File: src/rtl/ahb_master_arbiter.sv
// Two-requester round-robin front end driving a single AHB master port.
// Each accepted command becomes one NONSEQ transfer followed by an IDLE data phase.
module ahb_master_arbiter #(
    parameter int ADDR_W   = 32,
    parameter int DATA_W   = 32,
    parameter int WAIT_MAX = 16,
    parameter int TO_W     = 8
) (
    input  logic                  Hclk,
    input  logic                  Hreset,
    input  logic [1:0]            req_valid,
    input  logic [1:0]            req_write,
    input  logic [2*ADDR_W-1:0]   req_addr,
    input  logic [2*DATA_W-1:0]   req_wdata,
    output logic [1:0]            req_ready,
    output logic                  rsp_valid,
    output logic                  rsp_id,
    output logic [DATA_W-1:0]     rsp_rdata,
    output logic                  rsp_err,
    output logic                  rsp_timeout,
    input  logic                  Hreadyout,
    input  logic [1:0]            Hresp,
    input  logic [DATA_W-1:0]     Hrdata,
    output logic                  Hwrite,
    output logic                  Hreadyin,
    output logic [1:0]            Htrans,
    output logic [ADDR_W-1:0]     Haddr,
    output logic [DATA_W-1:0]     Hwdata
);

    localparam logic [1:0]      HTRANS_IDLE   = 2'b00;
    localparam logic [1:0]      HTRANS_NONSEQ = 2'b10;
    localparam logic [1:0]      HRESP_ERROR   = 2'b01;
    localparam logic [TO_W-1:0] WAIT_LIM      = TO_W'(WAIT_MAX);
    localparam bit              TIMEOUT_EN    = (WAIT_MAX != 0);

    typedef enum logic [1:0] {S_IDLE, S_ADDR, S_DATA} state_t;

    state_t              state_q, state_d;
    logic [TO_W-1:0]     cnt_q, cnt_d, cnt_inc;
    logic                last_grant_q, last_grant_d;
    logic                id_q, id_d;
    logic [DATA_W-1:0]   wdata_q, wdata_d;
    logic [1:0]          htrans_d;
    logic                hwrite_d;
    logic [ADDR_W-1:0]   haddr_d;
    logic [DATA_W-1:0]   hwdata_d;
    logic                rsp_valid_d, rsp_id_d, rsp_err_d, rsp_timeout_d;
    logic [DATA_W-1:0]   rsp_rdata_d;
    logic                grant_idx, accept, timeout_hit;

    // Grant: a lone requester wins outright; contention goes to the one not served last.
    always_comb begin
        grant_idx = (&req_valid) ? ~last_grant_q : req_valid[1];
        accept    = (state_q == S_IDLE) && (|req_valid);
        req_ready = '0;
        if (accept) req_ready[grant_idx] = 1'b1;
    end

    assign cnt_inc     = cnt_q + TO_W'(1);
    assign timeout_hit = TIMEOUT_EN && (state_q != S_IDLE) && !Hreadyout && (cnt_inc == WAIT_LIM);

    always_comb begin
        state_d       = state_q;
        cnt_d         = cnt_q;
        last_grant_d  = last_grant_q;
        id_d          = id_q;
        wdata_d       = wdata_q;
        htrans_d      = Htrans;
        hwrite_d      = Hwrite;
        haddr_d       = Haddr;
        hwdata_d      = Hwdata;
        rsp_valid_d   = 1'b0;
        rsp_id_d      = rsp_id;
        rsp_rdata_d   = rsp_rdata;
        rsp_err_d     = rsp_err;
        rsp_timeout_d = rsp_timeout;

        if (timeout_hit) begin
            htrans_d      = HTRANS_IDLE;
            rsp_valid_d   = 1'b1;
            rsp_id_d      = id_q;
            rsp_rdata_d   = '0;
            rsp_err_d     = 1'b1;
            rsp_timeout_d = 1'b1;
            cnt_d         = '0;
            state_d       = S_IDLE;
        end else begin
            case (state_q)
                S_IDLE: begin
                    htrans_d = HTRANS_IDLE;
                    if (accept) begin
                        haddr_d      = grant_idx ? req_addr[2*ADDR_W-1:ADDR_W] : req_addr[ADDR_W-1:0];
                        hwrite_d     = req_write[grant_idx];
                        wdata_d      = grant_idx ? req_wdata[2*DATA_W-1:DATA_W] : req_wdata[DATA_W-1:0];
                        id_d         = grant_idx;
                        last_grant_d = grant_idx;
                        htrans_d     = HTRANS_NONSEQ;
                        cnt_d        = '0;
                        state_d      = S_ADDR;
                    end
                end
                S_ADDR: begin
                    if (Hreadyout) begin
                        htrans_d = HTRANS_IDLE;
                        if (Hwrite) hwdata_d = wdata_q;
                        cnt_d    = '0;
                        state_d  = S_DATA;
                    end else begin
                        cnt_d = cnt_inc;
                    end
                end
                S_DATA: begin
                    if (Hreadyout) begin
                        rsp_valid_d   = 1'b1;
                        rsp_id_d      = id_q;
                        rsp_rdata_d   = Hwrite ? '0 : Hrdata;
                        rsp_err_d     = (Hresp == HRESP_ERROR);
                        rsp_timeout_d = 1'b0;
                        cnt_d         = '0;
                        state_d       = S_IDLE;
                    end else begin
                        cnt_d = cnt_inc;
                    end
                end
                default: state_d = S_IDLE;
            endcase
        end
    end

    always_ff @(posedge Hclk or posedge Hreset) begin
        if (Hreset) begin
            state_q      <= S_IDLE;
            cnt_q        <= '0;
            last_grant_q <= 1'b1;
            id_q         <= 1'b0;
            wdata_q      <= '0;
            Htrans       <= HTRANS_IDLE;
            Hwrite       <= 1'b0;
            Hreadyin     <= 1'b0;
            Haddr        <= '0;
            Hwdata       <= '0;
            rsp_valid    <= 1'b0;
            rsp_id       <= 1'b0;
            rsp_rdata    <= '0;
            rsp_err      <= 1'b0;
            rsp_timeout  <= 1'b0;
        end else begin
            state_q      <= state_d;
            cnt_q        <= cnt_d;
            last_grant_q <= last_grant_d;
            id_q         <= id_d;
            wdata_q      <= wdata_d;
            Htrans       <= htrans_d;
            Hwrite       <= hwrite_d;
            Hreadyin     <= 1'b1;
            Haddr        <= haddr_d;
            Hwdata       <= hwdata_d;
            rsp_valid    <= rsp_valid_d;
            rsp_id       <= rsp_id_d;
            rsp_rdata    <= rsp_rdata_d;
            rsp_err      <= rsp_err_d;
            rsp_timeout  <= rsp_timeout_d;
        end
    end

endmodule

File: config.mk
export PLATFORM = sky130hd
export DESIGN_NAME = ahb_master_arbiter
export DESIGN_NICKNAME = d
export VERILOG_FILES = /design/src/rtl/ahb_master_arbiter.sv
export SDC_FILE = /design/constraint.sdc
export NUM_CORES = 1
export LEC_CHECK = 0
export ABC_AREA = 1
export CAP_MARGIN = 20
export CORE_ASPECT_RATIO = 1.25
export CORE_UTILIZATION = 47
export CTS_BUF_LIST = sky130_fd_sc_hd__clkbuf_8
export DETAILED_ROUTE_END_ITERATION = 12
export PLACE_DENSITY = 0.9
export SLEW_MARGIN = 20
export SYNTH_ARGS = -nofsm -noshare
export SYNTH_HDL_FRONTEND = slang
export SYNTH_SLANG_ARGS = --single-unit
File: constraint.sdc
create_clock -name Hclk -period 11.4 [get_ports Hclk]
set_input_delay 1.14 -clock Hclk [delete_from_list [all_inputs] [get_ports Hclk]]
set_output_delay 1.14 -clock Hclk [all_outputs]
set_load 0.05 [all_outputs]
==> results.txt, run 1 <==
- Reg2reg setup slack: 8870 ps
* FF+latch area: 3680 um^2
- The via count of the first global-routing pass came to 5593.
- Final Net Count: 1147
- Counting every sink on the clock net gives 147.
- Derived from the worst setup path, the maximum achievable clock frequency is 0.2035 GHz.
* Startpoint kind of the worst setup timing path: primary input
* Area delta synth->final: 50.77%
* Cell family with the largest share of critical-path delay: buffers and inverters
* Area of the die: 14150 um^2
- The signal on the critical path passes through clkdlybuf4s50_1 -> nand2_1 -> nand2_2 -> buf_4 -> inv_2 -> buf_4 -> nor2_1 -> clkdlybuf4s50_1.
* Number of setup violations in the final report: 0
* Distinct cell type count after synthesis: 32
- Source of the critical timing path: req_valid[0]
- The cell sitting at the root of the clock tree is a sky130_fd_sc_hd__clkbuf_8.
- At the pin with the least slew margin, the transition time is 895.1 ps.
* Crit Reg-Reg Endpoint: Haddr[9]
- When the netlist entered floorplanning its net count stood at 888.
- Die span in x: 106.6 um
* Fill cell instance count of the final layout: 965
* R2R Path Start: state_q[1]
- The longest clock path from root to sink contains 2 buffers.
* IR Drop Worst-Case VDD: 0.0001696 V
- The detailed router finished its first iteration with 214 violations.
- PnR Total Power: 0.002921 W
* Input/output buffers: 273
- Clk Latency, worst-skew pair: 440 ps
* Global router's overall resource usage: 0.2505
- Flops & latches, synth: 147
- Of the synthesized area, sequential elements account for 0.5725.
* Final HPWL DP: 12440 um
- Buffer count from post-CTS setup fixing: 0
- Entering global routing, the biggest net connects 87 pins.
* Worst-case reg-to-reg path depth: 8
* Unrepaired setup endpoints after global routing: no
- Number of placed I/O pins: 275
* Placeable core area: 13290 um^2
- Yosys warnings: 0
- The pre-antenna-repair detailed-routing pass consisted of 4 iterations.
- Area of combinational cells with multiple inputs: 2467 um^2
- CTS tree: yes
- Clock slew at reported path FFs: 80 ps
- Post-cts sizing count: 0
- For hold timing, the worst endpoint is last_grant_q.
* Routed wire length: 17490 um
- After detailed placement, the design holds a cell count of 1123.
- Weighted congestion at the end of routability-driven global placement: 0.8423
- Worst hold margin: 476.6 ps
- TritonCTS created 17 clock buffers.
- Count of final hold-check violations: 0
- Max Slew Vio Count: 0
* DIE HEIGHT: 132.7 um
- Detail Route Antenna Nets: 0
- DR vias: 5870
- Wire length of the first global-routing pass: 27210 um
- The H-tree was split into 4 levels.
- The startpoint identified for the worst hold timing path is last_grant_q.
- Post-route clock period utilization: 0.4310
- Hold Path Cell Cnt: 2
- Dividing total power by cell area gives a power density of 301.5 nW/um^2.
* DRC: 0
- Clock skew after layout: 17.13 ps
* WP data required: 10260 ps
- Final worst path period need: 4913 ps
- Slowest CP cell: sky130_fd_sc_hd__clkdlybuf4s50_1
- Global routing finished with a remaining overflow of 0.
- Classification of the worst setup path: primary input to output pin
* Average instance area after synthesis: 9.015 um^2
* Static leakage power: 4.349 nW
- Avg Vias per Cell: 5.078
- STA classifies the critical path endpoint as an output pin.
- Antenna cell count: 0
* Hold Crit Class: register to register
- The number of antenna violations at the first check in global routing is 0.
* Count of maximum capacitance violations: 0
- The run finished with clean final reports.
- Share of layout cells above drive strength 1: 0.09239
* Worst path buffer plus inverter count: 5
- Initial Util: 0.4836
* Final instance count without filler cells: 1156
- Data arrival time of the critical path: 3770 ps
- Synthesized cell area: 6427 um^2
- In this run the core area contains 47 standard-cell rows.
- Setup_tns: 0 ps
- Synthesis handed over a netlist of 713 instances.
- In this design, the stage delay of the slowest critical-path cell is 830 ps.
* Post-detailed-route wirelength per cell: 15.13 um
- Hold Buf Count CTS: 0
* Maximum fanout count along the critical path: 67
- Measured against its own limit, the worst slew margin works out to 0.4025.
[flip-flops by register name (all words and copies together), names as in the netlist, 2 cells and up]
register,flops
Haddr,32
Hwdata,32
rsp_rdata,32
wdata_q,32
cnt_q,8
state_q,2
[Yosys cell counts]
| master | n | share of area |
|---|---|---|
| sky130_fd_sc_hd__ha_1 | 6 | 0.012 |
| sky130_fd_sc_hd__nand2_4 | 2 | 0.0035 |
| sky130_fd_sc_hd__clkbuf_1 | 27 | 0.016 |
| sky130_fd_sc_hd__o21ai_1 | 3 | 0.0023 |
| sky130_fd_sc_hd__o21ai_0 | 1 | 0.00078 |
| sky130_fd_sc_hd__dfstp_2 | 1 | 0.0041 |
| sky130_fd_sc_hd__o211ai_1 | 1 | 0.0012 |
| sky130_fd_sc_hd__o22ai_1 | 1 | 0.00097 |
| sky130_fd_sc_hd__nand4_1 | 8 | 0.0078 |
| sky130_fd_sc_hd__nor3_1 | 1 | 0.00078 |
| sky130_fd_sc_hd__xnor2_1 | 1 | 0.0014 |
| sky130_fd_sc_hd__inv_2 | 3 | 0.0018 |
| sky130_fd_sc_hd__nand2_1 | 281 | 0.16 |
| sky130_fd_sc_hd__buf_1 | 3 | 0.0018 |
| sky130_fd_sc_hd__buf_2 | 2 | 0.0016 |
| sky130_fd_sc_hd__dfrtp_1 | 146 | 0.57 |
| sky130_fd_sc_hd__nor2_1 | 75 | 0.044 |
| sky130_fd_sc_hd__buf_4 | 1 | 0.0012 |
| sky130_fd_sc_hd__conb_1 | 2 | 0.0012 |
| sky130_fd_sc_hd__mux2_2 | 32 | 0.056 |
| sky130_fd_sc_hd__nor2_2 | 4 | 0.0039 |
| sky130_fd_sc_hd__nand2_2 | 2 | 0.0019 |
| sky130_fd_sc_hd__a21oi_2 | 1 | 0.0014 |
| sky130_fd_sc_hd__o21ai_2 | 1 | 0.0014 |
| sky130_fd_sc_hd__nor2_4 | 1 | 0.0018 |
| sky130_fd_sc_hd__nand3_2 | 2 | 0.0031 |
| sky130_fd_sc_hd__a31oi_1 | 65 | 0.063 |
| sky130_fd_sc_hd__nand3_1 | 9 | 0.0070 |
| sky130_fd_sc_hd__o311ai_0 | 1 | 0.0014 |
| sky130_fd_sc_hd__or2_2 | 1 | 0.00097 |
| sky130_fd_sc_hd__buf_6 | 6 | 0.011 |
| sky130_fd_sc_hd__inv_1 | 23 | 0.013 |
[stage by stage]
stage	util	area (um^2)	worst slack [ps]
6_report	0.7291	9691	6487
5_1_grt	0.7291	9691	6330
4_1_cts	0.7271	9663	6502
3_5_place_dp	0.6948	9234	6509
3_3_place_gp	0.6948	9234	6531
2_1_floorplan	-	6427	6310
[per-layer routing]
metal,vias up,global-route usage,routed length [um]
li1,2832,-,-
met1,2718,0.2705,6447
met2,279,0.4437,9024
met3,41,0.07340,1364
met4,0,0.1210,648
met5,-,0,0
[final cells by class]
class	instances	area share
repair buffers	279	0.2887
clock buffers	17	0.02414
well taps	171	0.02208
inverters	26	0.01059
flip-flops and latches	147	0.3797
clock inverters	15	0.02014
multi-input cells	501	0.2546
[worst min-delay path: stages (launching register included)]
cell                      delay (ps)
sky130_fd_sc_hd__dfstp_2         380
sky130_fd_sc_hd__nand2_1          50
sky130_fd_sc_hd__nand2_1          50
[layout by cell type, fill, tap and decap left out, drive strengths merged]
cell type / netlist / final
nand2: 285 / 285
clkdlybuf4s50: 0 / 273
dfrtp: 146 / 146
nor2: 80 / 80
a31oi: 65 / 65
inv: 26 / 35
mux2: 32 / 32
clkbuf: 27 / 17
nand3: 11 / 11
nand4: 8 / 8
ha: 6 / 6
buf: 12 / 6
o21ai: 5 / 5
bufinv: 0 / 3
conb: 2 / 2
clkinvlp: 0 / 2
xnor2: 1 / 1
a21oi: 1 / 1
nor3: 1 / 1
or2: 1 / 1
o311ai: 1 / 1
o211ai: 1 / 1
o22ai: 1 / 1
clkinv: 0 / 1
dfstp: 1 / 1
[how the worst max path moves through the flow]
stage,depth (start not counted),end,slack (ps)
finish,8,req_ready[0],6490
global route,8,req_ready[0],6330
detailed placement,8,req_ready[0],6510
floorplan,1,Haddr[0],6310
global placement,8,req_ready[0],6530
CTS,8,req_ready[0],6500
[power breakdown]
part	internal (W)	switching, W	total (W)
clock network	0.000224	0.000216	0.000440
registers	0.000766	0.000132	0.000898
logic	0.000544	0.00104	0.00158
total	0.00153	0.00139	0.00292
[cell families after synthesis]
group	synth area share
AOI/OAI and AO/OA	0.07261
buffers and inverters	0.04594
DFF	0.5725
muxes	0.05606
and+or+nand+nor	0.2387
adders and majority gates	0.01168
xor gates and xnor gates	0.001363
other	0.001168
Power figures use the tool's default switching activity.
==> run 2, diff against run 1 <==
--- a/config.mk
+++ b/config.mk
@@ -8,10 +8,10 @@
 export ABC_AREA = 1
 export CAP_MARGIN = 20
 export CORE_ASPECT_RATIO = 1.25
-export CORE_UTILIZATION = 47
+export CORE_UTILIZATION = 40
 export CTS_BUF_LIST = sky130_fd_sc_hd__clkbuf_8
 export DETAILED_ROUTE_END_ITERATION = 12
-export PLACE_DENSITY = 0.9
+export PLACE_DENSITY = 0.81
 export SLEW_MARGIN = 20
 export SYNTH_ARGS = -nofsm -noshare
 export SYNTH_HDL_FRONTEND = slang
==> constraint.sdc (replaced) <==
create_clock -name Hclk -period 4.3 [get_ports Hclk]
set_input_delay 0.43 -clock Hclk [delete_from_list [all_inputs] [get_ports Hclk]]
set_output_delay 0.43 -clock Hclk [all_outputs]
set_load 0.05 [all_outputs]
==> run 2 against run 1 <==
Final cell count is 3.4% higher. Flip-flop and latch count is the same. Combinational power increased to 2.6 times the previous value. Critical path type is now register to output pin. Largest power group unchanged.
==> results.txt, run 2 (synthesized netlist as in run 1, its figures left out) <==
* Detail Route Antenna Nets: 0
- Final worst path period need: 2875 ps
* Hold Startpoint: last_grant_q
* Startpoint kind of the worst setup timing path: register
* Largest net degree at the start of global routing: 148
- Dividing the final minimum period by the clock period gives 0.6687.
- For this run, global-route usage on met2 was measured as 0.3766.
* Crit Reg-Reg Endpoint: wdata_q[21]
- In this run the critical register-to-register path is launched from state_q[1].
- Share of layout cells above drive strength 1: 0.09156
* Clk Latency, worst-skew pair: 450 ps
- Detailed routing inserted a total of 5725 vias.
- Count of final hold-check violations: 0
- Max-cap violations in this run came to 0.
* Area of the die: 16580 um^2
- Hold Crit Class: register to register
- In this run, post-CTS hold repair placed 0 buffers.
* Result of the run: finished, final reports clean
* GR Layer Usage met3: 0.06917
- WP data required: 3870 ps
- On the final layout, the worst clock skew is 12.16 ps.
* Worst-case reg-to-reg path depth: 8
- The die is 115.4 um wide.
- Buffers placed on the I/O ports in this run total 273.
- Area delta synth->final: 52.17%
- Number of clock sinks: 147
- In this run the post-CTS setup repair buffer count came out at 0.
* Clock slew at reported path FFs: 80 ps
* Reg2reg setup slack: 1660 ps
* Worst path buffer plus inverter count: 4
* PnR Total Power: 0.007857 W
* DIE HEIGHT: 143.7 um
* Setup crit end kind: output pin
- Static leakage power: 4.356 nW
- Slowest CP cell: sky130_fd_sc_hd__clkdlybuf4s50_1
* Weighted congestion at the end of routability-driven global placement: 0.8133
- Area of combinational cells with multiple inputs: 2467 um^2
- TritonCTS built the clock tree.
* Setup_tns: 0 ps
- Hold Path Sink: last_grant_q
- Fill cell instance count of the final layout: 1332
* Routed wire length: 17430 um
- CTS placed an instance of sky130_fd_sc_hd__clkbuf_8 at the clock tree root.
- In the routed design, unresolved DRC markers number 0.
- Iteration-0 DRC count of the detailed router: 232
- Maximum clock frequency: 0.3478 GHz
- The via count of the first global-routing pass came to 5665.
* Total global routing overflow: 0
- Final HPWL DP: 12220 um
- FF+latch area: 3680 um^2
* Top cell by count, worst path: sky130_fd_sc_hd__inv_1
- After global routing, the most crowded layer is met2.
* Cell-by-cell listing of the critical path: inv_1 -> ha_1 -> inv_1 -> a21oi_4 -> inv_1 -> nor2_1 -> clkdlybuf4s50_1
* Number of placed I/O pins: 275
- Data arrival time of the critical path: 2450 ps
- Final Net Count: 1146
- Global router's overall resource usage: 0.2152
* 1st-pass router iterations: 4
- Post-cts sizing count: 0
* Number of buffers created by CTS: 17
* CTS H-tree depth: 4
- In this run the power density over the cells is 803.4 nW/um^2.
- Slowest Stage Delay on Critical Path: 820 ps
- The number of antenna violations at the first check in global routing is 0.
- Relative max-transition margin: 0.3708
- In this run the worst path has a maximum fanout of 4.
* Initial Util: 0.4111
* Hold Path Cell Cnt: 2
- In the global route stage, met1 resource usage came out at 0.2348.
* IR Drop Worst-Case VDD: 0.0003986 V
- The max-slew violation count was 0.
* Classification of the worst setup path: register to output pin
* Post-detailed-route wirelength per cell: 14.59 um
- Antenna cell count: 0
- Avg Vias per Cell: 4.791
- Wire length of the first global-routing pass: 27210 um
- Number of setup violations in the final report: 0
- Maximum buffer depth of the clock tree: 2
- The kind of cell with the highest combined delay along the critical path is buffers and inverters.
* Most common cell after layout, fill and taps aside: sky130_fd_sc_hd__nand2_1
* Unrepaired setup endpoints after global routing: no
- Highest-count cells in the layout ignoring fill and taps: sky130_fd_sc_hd__nand2_1 (280), sky130_fd_sc_hd__clkdlybuf4s50_1 (273), sky130_fd_sc_hd__dfrtp_1 (146), sky130_fd_sc_hd__nor2_1 (75), sky130_fd_sc_hd__a31oi_1 (65)
- At the pin with the least slew margin, the transition time is 943.8 ps.
- Placeable core area: 15630 um^2
* Number of cell rows: 51
## run 2: changes by cell type in the layout (fill, tap and decap cells not counted), sizes merged
| cell | change |
|---|---|
| bufinv | +3 |
| inv | -6 |
| buf | -1 |
| clkinvlp | +1 |
| clkinv | +1 |
## run 2: worst max path at each step
stage | start | slack, ps | endpoint | depth (start not counted)
2_1_floorplan | state_q[0] | 1930 | req_ready[0] | 7
3_3_place_gp | req_valid[0] | 1640 | Haddr[0] | 6
3_5_place_dp | req_valid[0] | 1540 | wdata_q[21] | 7
4_1_cts | state_q[1] | 1370 | req_ready[0] | 7
5_1_grt | state_q[1] | 1240 | req_ready[0] | 7
6_report | state_q[1] | 1420 | req_ready[0] | 7
## run 2: layout make-up
class | count | share of cell area
Clock buffer | 17 | 0.02392
Tap cell | 212 | 0.02712
Inverter | 26 | 0.01036
Sequential cell | 147 | 0.3762
Multi-Input combinational cell | 501 | 0.2523
Timing Repair Buffer | 278 | 0.2845
Clock inverter | 14 | 0.02559
## run 2: routing by layer
metal	routed length [um]	vias to the layer above
met5	0	-
met4	490	0
met3	1441	29
met2	8766	233
met1	6733	2644
li1	-	2819
## run 2: through the flow
stage | util | setup WS (ps) | cell area [um^2] | hold slack (ps) | cells
floorplan | - | 1929 | 6431 | 444.0 | 713
global placement | 0.5946 | 1639 | 9296 | 460.6 | 1164
detailed placement | 0.5946 | 1545 | 9296 | 463.6 | 1164
CTS | 0.6256 | 1372 | 9781 | 473.3 | 1195
global route | 0.6256 | 1244 | 9781 | 499.1 | 1195
finish | 0.6256 | 1425 | 9781 | 477.1 | 1195
## run 2: worst register-to-register path, delay by kind of cell (launching register included)
family	cells	cell delay, ps
adders and majority gates	1	220
AOI/OAI and AO/OA	2	330
and+or+nand+nor	1	140
DFF	1	410
buffers and inverters	4	1470
## run 2: power by group
| group | internal [W] | switching (W) | total (W) |
|---|---|---|---|
| registers | 0.00203 | 0.000360 | 0.00239 |
| clock network | 0.000757 | 0.000540 | 0.00130 |
| logic | 0.00144 | 0.00273 | 0.00417 |
==> run 3, diff against run 2 <==
==> constraint.sdc (replaced) <==
create_clock -name Hclk -period 2.41 [get_ports Hclk]
set_input_delay 0.241 -clock Hclk [delete_from_list [all_inputs] [get_ports Hclk]]
set_output_delay 0.241 -clock Hclk [all_outputs]
set_load 0.05 [all_outputs]
==> run 3 against run 2 <==
First-iteration DRC count up 27%. Register-to-register slack worse by 1500 ps. Highest routed layer unchanged. Clock power up 50%. Clock-buffer cell count up 5. Total power up 75%. Core utilization up 0.14 points. Sequential power up 78%. Combinational power up 81%.
==> results.txt, run 3 (synthesized netlist as in run 1, its figures left out) <==
- Crit Reg-Reg Endpoint: rsp_rdata[1]
- Maximum fanout count along the critical path: 15
* Worst hold margin: 284.9 ps
- Iteration-0 DRC count of the detailed router: 294
- Largest net degree at the start of global routing: 115
- Hold Crit Class: primary input to async pin
- Maximum buffer depth of the clock tree: 2
- Post-route clock period utilization: 0.9183
- Last element of the critical path: rsp_rdata[1]
- The cell sitting at the root of the clock tree is a sky130_fd_sc_hd__clkbuf_8.
* Part of the total power dissipated in sequential elements: 0.310
* Area delta synth->final: 52.50%
- Internal Pwr Total: 0.007324 W
* Actual slew at the worst max-slew pin: 658.6 ps
* Classification of the worst setup path: register to register
- Across every metal layer, demand over resource in global routing totals 0.2108.
* Number of global-route vias before repair: 5505
- Cell area power density: 1402 nW/um^2
- For this design the static power due to leakage is 4.372 nW.
- Initial Util: 0.4111
- Number of clock sinks: 147
- Part of the total power dissipated in the clock network: 0.142
- The max-slew violation count is 0.
- 275 I/O pins were placed.
- Dividing the detail-routed via count by the number of cells gives 4.792.
- For this run, the post-layout net count is 1150.
- Setup crit end kind: register
- The number of antenna violations at the first check in global routing was 0.
- Number of setup violations in the final report: 0
* Routed wire length: 17260 um
- The first global-routing pass estimated 26520 um of wire.
* Weighted congestion at the end of routability-driven global placement: 0.8369
- At the worst endpoint, the required time is 2790 ps.
- Total global routing overflow: 0
* Final worst path period need: 2213 ps
- Of the total power, the share spent switching nets is 0.4669.
- Number of cell rows: 51
- STA classifies the critical path startpoint as a register.
- DR vias: 5746
- Count of final hold-check violations: 0
* CTS H-tree depth: 4
- Source of the critical timing path: cnt_q[0]
* DIE HEIGHT: 143.7 um
- CTS tree: yes
- At the later pin of the worst-skew pair, clock insertion delay measures 450 ps.
- For this run, design rule violations remaining after detail routing come to 0.
- The share of total power dissipated in combinational logic is 0.548.
- Clock slew at reported path FFs: 80 ps
* Data arrival time of the critical path: 2590 ps
- Setup_tns: 0 ps
* Detail Route Antenna Nets: 0
- The core region is 15630 um^2.
- Buffer count from post-CTS setup fixing: 0
* Post-detailed-route wirelength per cell: 14.40 um
* Unrepaired setup endpoints after global routing: no
- For the final database, setup skew stands at 10.03 ps.
* Result of the run: finished, final reports clean
- Most common cell after layout, fill and taps aside: sky130_fd_sc_hd__nand2_1
* Worst-case reg-to-reg path depth: 12
* Count of maximum capacitance violations: 0
- Counting the buffers created by CTS gives 17.
* Maximum clock frequency: 0.4518 GHz
- For this design the total switching power over the nets is 0.006414 W.
- 1st-pass router iterations: 4
- Highest-count cells in the layout ignoring fill and taps: sky130_fd_sc_hd__nand2_1 (280), sky130_fd_sc_hd__clkdlybuf4s50_1 (271), sky130_fd_sc_hd__dfrtp_1 (146), sky130_fd_sc_hd__nor2_1 (75), sky130_fd_sc_hd__a31oi_1 (65)
* Antenna cell count: 0
- Of the cells placed in the final design, the portion with a size suffix greater than 1 is 0.09524.
- Port buffering added 273 buffers.
- The wire-length estimate of the detail-placed layout is 12130 um.
* Relative max-transition margin: 0.5605
- Reg2reg setup slack: 200 ps
- The worst-case IR drop observed on VDD is 0.0006600 V.
* Area of the die: 16580 um^2
- R2R Path Start: cnt_q[0]
* Die span in x: 115.4 um
run 3: cell count changes in the layout (fill, tap and decap cells not counted), sizes merged, moves of 2 or more:
cell,before,now
clkbuf,17,22
buf,5,10
clkdlybuf4s50,273,271
bufinv,6,2
run 3: worst min path at each step:
stage	depth (start not counted)	endpoint	slack (ps)	from
final	3	cnt_q[2]	280	Hreset
after floorplan	2	rsp_rdata[0]	350	Hrdata[0]
after global placement	2	last_grant_q	460	last_grant_q
after detailed placement	2	rsp_rdata[9]	460	rsp_rdata[9]
after global routing	3	cnt_q[2]	280	Hreset
after CTS	3	cnt_q[1]	270	Hreset
run 3: worst max-delay path: stages (launching register included):
cell and delay, ps:
sky130_fd_sc_hd__dfrtp_1 460, sky130_fd_sc_hd__ha_1 270, sky130_fd_sc_hd__nand2_1 90, sky130_fd_sc_hd__nand2_1 90
sky130_fd_sc_hd__nand2_1 90, sky130_fd_sc_hd__nor2_2 40, sky130_fd_sc_hd__nand2_1 60, sky130_fd_sc_hd__nor2_2 50
sky130_fd_sc_hd__nand2_4 100, sky130_fd_sc_hd__nand2_2 120, sky130_fd_sc_hd__nor2_2 550, sky130_fd_sc_hd__nand2_1 120
sky130_fd_sc_hd__nand2_1 90
run 3: final cells by class:
cell class,instances,area [um^2]
clock buffers,22,302.8
inverters,26,101.3
fillers,1294,5832
flip-flops and latches,147,3680
repair buffers,281,2875
well taps,212,265.3
multi-input cells,502,2474
clock inverters,9,103.9
run 3: repair_timing:
action                                  4_1_cts  5_1_grt
gates resized for setup                       0        0
hold buffers                                  0        0
endpoints found under the setup margin        0        1
run 3: routing by layer:
layer  vias to the layer above  track usage  part of all wire
met5                         -            0                 0
met4                         0      0.09023             0.027
met3                        30      0.07423             0.084
met2                       238       0.3590              0.50
met1                      2647       0.2371              0.39
li1                       2831            -                 -
run 3: stage by stage:
stage                       util  instance area, um^2  setup slack [ps]  cells  total power (W)
after floorplan                -                 6431             227.7    713         0.009177
after global placement    0.6006                 9389             225.4   1167          0.01175
after detailed placement  0.6006                 9389             153.9   1167          0.01187
after CTS                 0.6266                 9796             164.8   1198          0.01385
after global routing      0.6270                 9802             14.17   1199          0.01450
final                     0.6270                 9802             196.8   1199          0.01374
run 3: power by group through the flow:
| stage | combinational [W] | sequential [W] | clock (W) |
|---|---|---|---|
| after global routing | 0.00801 | 0.00439 | 0.00210 |
| final | 0.00753 | 0.00426 | 0.00195 |
| after detailed placement | 0.00756 | 0.00431 | 0 |
| after CTS | 0.00758 | 0.00427 | 0.00201 |
| after floorplan | 0.00208 | 0.00709 | 0 |
| after global placement | 0.00748 | 0.00427 | 0 |
